==> config.mk <==
export PLATFORM = sky130hd
export DESIGN_NAME = gray_hb_wdt
export DESIGN_NICKNAME = d
export VERILOG_FILES = /design/src/rtl/gray_hb_wdt.sv
export SDC_FILE = /design/constraint.sdc
export NUM_CORES = 1
export LEC_CHECK = 0
export CAP_MARGIN = 20
export CORE_MARGIN = 2
export CORE_UTILIZATION = 55
export CTS_BUF_LIST = sky130_fd_sc_hd__clkbuf_16
export DETAILED_ROUTE_END_ITERATION = 6
export GPL_TIMING_DRIVEN = 0
export PLACE_DENSITY_LB_ADDON = 0.2
export SLEW_MARGIN = 0
export SYNTH_ARGS = -nofsm -noshare
export SYNTH_HDL_FRONTEND = slang
export SYNTH_SLANG_ARGS = --single-unit
export TNS_END_PERCENT = 30
==> constraint.sdc <==
create_clock -name clk -period 3.65 [get_ports clk]
set_input_delay 0.5475 -clock clk [delete_from_list [all_inputs] [get_ports clk]]
set_output_delay 0.5475 -clock clk [all_outputs]
set_load 0.01 [all_outputs]
==> src/rtl/gray_hb_wdt.sv <==
`timescale 1ns/1ps
`default_nettype none
// ============================================================================
// Module      : gray_hb_wdt
// Description : Gray-code heartbeat monitor with watchdog. Tracks a W-bit
//               heartbeat that must walk the reflected Gray sequence
//               g(i) = i ^ (i >> 1). It flags illegal code transitions and
//               watchdog expiry, and reports health after GOOD_CYCLES
//               consecutive complete sequences.
//               Optional feature macro: GRAY_HB_WDT_ERRCNT_EN adds the
//               saturating 8-bit err_count output.
// Revision    : 1.0 - initial release
// ============================================================================
module gray_hb_wdt #(
    parameter int W           = 3,
    parameter int TIMEOUT     = 6100,
    parameter int CNT_W       = 24,
    parameter int GOOD_CYCLES = 1
) (
    input  logic         clk,
    input  logic         reset,
    input  logic [W-1:0] hb,
    output logic         health,
    output logic         seq_err,
    output logic         timeout,
    output logic         cycle_done
`ifdef GRAY_HB_WDT_ERRCNT_EN
    ,
    output logic [7:0]   err_count
`endif
);

    localparam logic [W-1:0]     c_IDX_MAX  = '1;
    localparam logic [CNT_W-1:0] c_CNT_LAST = CNT_W'(TIMEOUT - 1);
    localparam logic [3:0]       c_GOOD     = 4'(GOOD_CYCLES);

    typedef enum logic [0:0] {
        S_IDLE  = 1'b0,
        S_TRACK = 1'b1
    } state_t;

    state_t           r_state;
    logic [W-1:0]     r_idx;
    logic [3:0]       r_gcnt;
    logic [CNT_W-1:0] r_cnt;

    logic [W-1:0]     w_idx_next;
    logic             w_hold;
    logic             w_adv;
    logic             w_done;
    logic             w_err;
    logic             w_expire;
    logic [3:0]       w_gcnt_inc;

    function automatic logic [W-1:0] gray(input logic [W-1:0] i);
        return i ^ (i >> 1);
    endfunction

    assign w_idx_next = r_idx + W'(1);
    assign w_hold     = (hb == gray(r_idx));
    assign w_adv      = (hb == gray(w_idx_next));
    // Wrap from the last index back to code 0 completes one sequence
    assign w_done     = (r_state == S_TRACK) && w_adv && (r_idx == c_IDX_MAX);
    assign w_err      = (r_state == S_TRACK) && !w_hold && !w_adv;
    // A completion landing on the expiry cycle wins over the timeout
    assign w_expire   = (r_cnt == c_CNT_LAST) && !w_done;
    assign w_gcnt_inc = (r_gcnt >= c_GOOD) ? c_GOOD : (r_gcnt + 4'd1);

    // Sequence tracker, watchdog counter and registered status/pulse outputs
    always_ff @(posedge clk or posedge reset) begin
        if (reset) begin
            r_state    <= S_IDLE;
            r_idx      <= '0;
            r_gcnt     <= '0;
            r_cnt      <= '0;
            health     <= 1'b0;
            seq_err    <= 1'b0;
            timeout    <= 1'b0;
            cycle_done <= 1'b0;
        end else begin
            seq_err    <= w_err;
            timeout    <= w_expire;
            cycle_done <= w_done;

            if (w_done || w_err || w_expire) begin
                r_cnt <= '0;
            end else begin
                r_cnt <= r_cnt + CNT_W'(1);
            end

            if (w_err || w_expire) begin
                r_state <= S_IDLE;
                r_idx   <= '0;
                r_gcnt  <= '0;
                health  <= 1'b0;
            end else if (r_state == S_IDLE) begin
                if (hb == '0) begin
                    r_state <= S_TRACK;
                    r_idx   <= '0;
                end
            end else if (w_adv) begin
                r_idx <= w_idx_next;
                if (w_done) begin
                    r_gcnt <= w_gcnt_inc;
                    health <= (w_gcnt_inc == c_GOOD);
                end
            end
        end
    end

`ifdef GRAY_HB_WDT_ERRCNT_EN
    // Saturating count of cycles that raised an error or a timeout
    always_ff @(posedge clk or posedge reset) begin
        if (reset) begin
            err_count <= 8'd0;
        end else if ((w_err || w_expire) && (err_count != 8'hFF)) begin
            err_count <= err_count + 8'd1;
        end
    end
`endif

endmodule
`default_nettype wire

==> impl.org <==
** Status
- The flow ran to the end, and the final reports show no timing, DRC or antenna violations.

** Yosys
- During synthesis, Yosys emitted a total of 0 warnings.
- Multiplexer area fraction after synthesis :: 0.516%
- Summing the areas of all compound-gate instances in the mapped netlist gives 5.35% of the synthesized area.
- After synthesis, the cell types taking the most area are dfrtp_1 46%, xnor2_1 9.0%, nor2_1 6.8%.
- Simple-Gate Fraction of Synth Area :: 28.0%
- After Yosys synthesis, XOR and XNOR cells account for 11.7% of the synthesized area.
- After synthesis, the netlist uses 37 different library cells.
- The synthesized design contains 36 register bits.
- The cell area that synthesis handed to floorplanning was 1940 sq um.
- Of the synthesized area, sequential elements account for 46.4%.
- Synthesis produced a netlist with a net count of 217.
- Average footprint of a synthesized cell :: 9.42 sq um
- The largest total area in the synthesized netlist belongs to dfrtp_1.
- After synthesis, the largest family of logic cells by area is simple AND/OR/NAND/NOR gates.
- Adder-Cell Fraction of Synth Area :: 3.87%
- Number of cells produced by synthesis :: 206
- Of the post-synthesis cell area, the dominant cell type holds 46.4%.

** Setup path
- The setup path with the least slack is of type flop to flop.
- Stage delay of the slowest cell on the critical path :: 0.44 ns
- The worst setup path is captured at a flop.
- Cell at the slowest stage of the critical path :: dfrtp_1
- The signal on the critical path passes through ha_1 -> ha_1 -> nor4_1 -> o211ai_1 -> a21boi_2 -> a211o_1 -> buf_4 -> buf_6 -> nor2_1.
- Arrival time worst endpoint :: 2.88 ns
- In this design, the critical path's most frequently occurring cell is ha_1.
- Count of buffer and inverter cells on the critical path :: 2
- STA classifies the critical path startpoint as a flop.
- In this run the worst path has a maximum fanout of 10.
- At the worst endpoint, the required time is 3.81 ns.
- On the critical path the largest part of the delay comes from compound AO/OA/AOI/OAI gates.

** STA
- The worst path uses 74.5% of the clock period.
- Worst-case hold slack :: 0.505 ns
- After routing, the total negative slack on setup checks comes to 0 ns.
- Setup repair after global routing left no endpoint under its margin.
- Final count of hold timing violations :: 0
- Clock skew on the completed layout was measured at 0.00395 ns.
- Setup-failing EPs final :: 0
- Time the worst path needs with I/O delays and setup :: 2.72 ns
- Slew at the pin closest to its max-slew limit :: 0.695 ns
- Worst relative slew slack :: 53.0%
- For this run, the top clock speed supported by timing is 0.368 GHz.
- Final Slew Violations :: 0

** Global routing
- The total overflow left after global routing is 0.
- Via count of the first global-routing pass :: 1670
- Initial antenna violation count :: 0
- GRT Overall Usage :: 23.7%
- The first global-routing pass estimated 7.45 mm of wire.
- Entering global routing, the biggest net connects 22 pins.

** Power
- The analysis attributes to cell leakage a power of 0.955 nW.
- Power spread over the standard cell area amounts to 520 nW/um^2.
- Max rail drop VDD :: 0.341 mV

** Clock network
- TritonCTS clock tree :: yes
- Root Buffer Master :: clkbuf_16
- After clock tree synthesis, the clock-pin slew on the worst setup and hold paths is 0.05 ns.
- Once the clock tree was built, the resizer swapped 0 gates to a different size.
- H-tree lvl count :: 2
- Max Root-Sink Buffers :: 2
- Source-to-sink clock delay at the later pin of the worst-skew pair :: 0.27 ns
- After clock tree synthesis, the flow added hold-fix buffers numbering 0.
- Total setup buffers inserted after CTS :: 0
- Buffers inserted during clock tree synthesis total 5.
- The clock net in this run drives a total of 36 sinks.

** Routing
- Wirelength per Cell :: 15.2 um
- DRC errors left :: 0
- In this run the remaining antenna-violating nets after routing total 0.
- Vias per cell :: 5.81
- For this block, the routed nets add up to 4.07 mm of wire.
- Starting DRC count in detailed routing :: 126
- Via count :: 1557
- The first detailed-routing pass ran for 4 iterations.

** Floorplanning
- The initial utilization of the core area, before any placement, comes to 57.7%.
- Row generation in the floorplan step produced 21 rows.
- I/O pin count :: 9
- Core Area :: 3360 sq um
- The die is 63.4 um wide.
- In this run the vertical extent of the chip is 63.4 um.
- Die Area :: 4020 sq um

** Placement
- The count of buffers added on input and output ports is 8.
- Routability-driven placement finished with a final weighted congestion of 0.809.
- Once placement completed, the tool counted placed cells totaling 261.
- The wire-length estimate of the detail-placed layout is 2.99 mm.

** Flow run
- The tool flagged a number of max-cap violations equal to 0.

** Layout
- In the layout the commonest cells are 36 x dfrtp_1, 35 x nor2_1, 20 x xnor2_1.
- The multi-input combinational cells in the finished layout cover a total of 961 sq um.
- The finished layout holds 268 standard cells, fillers aside.
- Diodes inserted :: 0
- The post-route netlist has 5.86% of its cells at a drive strength greater than 1.
- Count of nets after finishing :: 233
- Layout area overhead :: 15.3%
- Filler cells :: 299
- Summing all flip-flop and latch instances after layout gives 901 sq um.
- Most common library cell in the layout ignoring fill and taps :: dfrtp_1

** Min path
- The min-delay analysis places its worst path in the category flop to flop.
routing by layer:
layer  part of all wire, %  GRT usage, %  routed length [um]
met5                     0             0                   0
met3                   3.7          6.07                 152
met4                   3.0          10.9                 123
met1                    43          29.2                1740
met2                    50          39.1                2050
synth_stat cells (all sizes together):
library cell	number
dfrtp	36
nor2	36
xnor2	20
nand3	14
inv	12
nand2	12
nor3	11
nor4	7
a21oi	6
ha	6
xor2	6
nand4	5
and4	3
buf	3
o21ai	3
or4	3
a211o	2
and2	2
and3	2
nand3b	2
nor4b	2
a211oi	1
a21boi	1
a22oi	1
and4b	1
clkbuf	1
mux2i	1
nand4b	1
nand4bb	1
nor2b	1
o211ai	1
o31ai	1
or2	1
or3	1
final timing paths:
check                      startpoint         to  slack (ns)  cells after the start
setup / recovery             r_idx[0]  r_cnt[17]        0.93                      9
hold / removal              r_gcnt[3]  r_gcnt[3]        0.51                      2
setup reg to reg             r_idx[0]  r_cnt[17]        0.93                      9
hold reg to reg             r_gcnt[3]  r_gcnt[3]        0.51                      2
max in group asynchronous       reset   r_cnt[6]        2.41                      3
min in group asynchronous       reset   r_cnt[5]        0.69                      2
registers in the layout, summed over array words and instances (netlist names):
register    flops
r_idx           3
r_gcnt          4
timeout         1
r_state         1
cycle_done      1
seq_err         1
health          1
r_cnt          24
logic make-up after synthesis:
kind of cell,after synthesis
flops,36
mux,1
simple gates,105
compound gates,16
xor+xnor,26
buf+inv,16
fa+ha+maj,6
through the flow:
step	worst slack (ns)	power, mW	utilization, %	area (sq um)
after floorplan	1.35	0.693	-	1940
after global placement	0.992	0.758	61.8	2080
after detailed placement	0.954	0.782	62.6	2110
after CTS	0.945	1.17	66.6	2240
after global routing	0.785	1.23	66.6	2240
final	0.931	1.16	66.6	2240
area by class of cell:
cell class | instances | share of cell area, %
plain buffers | 4 | 1.51
clock buffers | 5 | 5.59
clock inverters | 2 | 0.335
inverters | 12 | 2.01
multi-input cells | 154 | 42.9
flip-flops and latches | 36 | 40.2
well taps | 46 | 2.57
repair buffers | 9 | 4.81
worst reg2reg max path, stage by stage (launching register included):
cell,delay [ns]
dfrtp_1,0.44
ha_1,0.24
ha_1,0.35
nor4_1,0.41
o211ai_1,0.20
a21boi_2,0.43
a211o_1,0.15
buf_4,0.16
buf_6,0.16
nor2_1,0.06
where the power goes:
group	total [mW]	switching (mW)	leakage [nW]	internal [mW]
combinational	0.291	0.172	0.396	0.120
clock	0.386	0.143	0.0648	0.244
sequential	0.487	0.0486	0.494	0.438
Note: power is estimated with default switching activity, not from simulation.
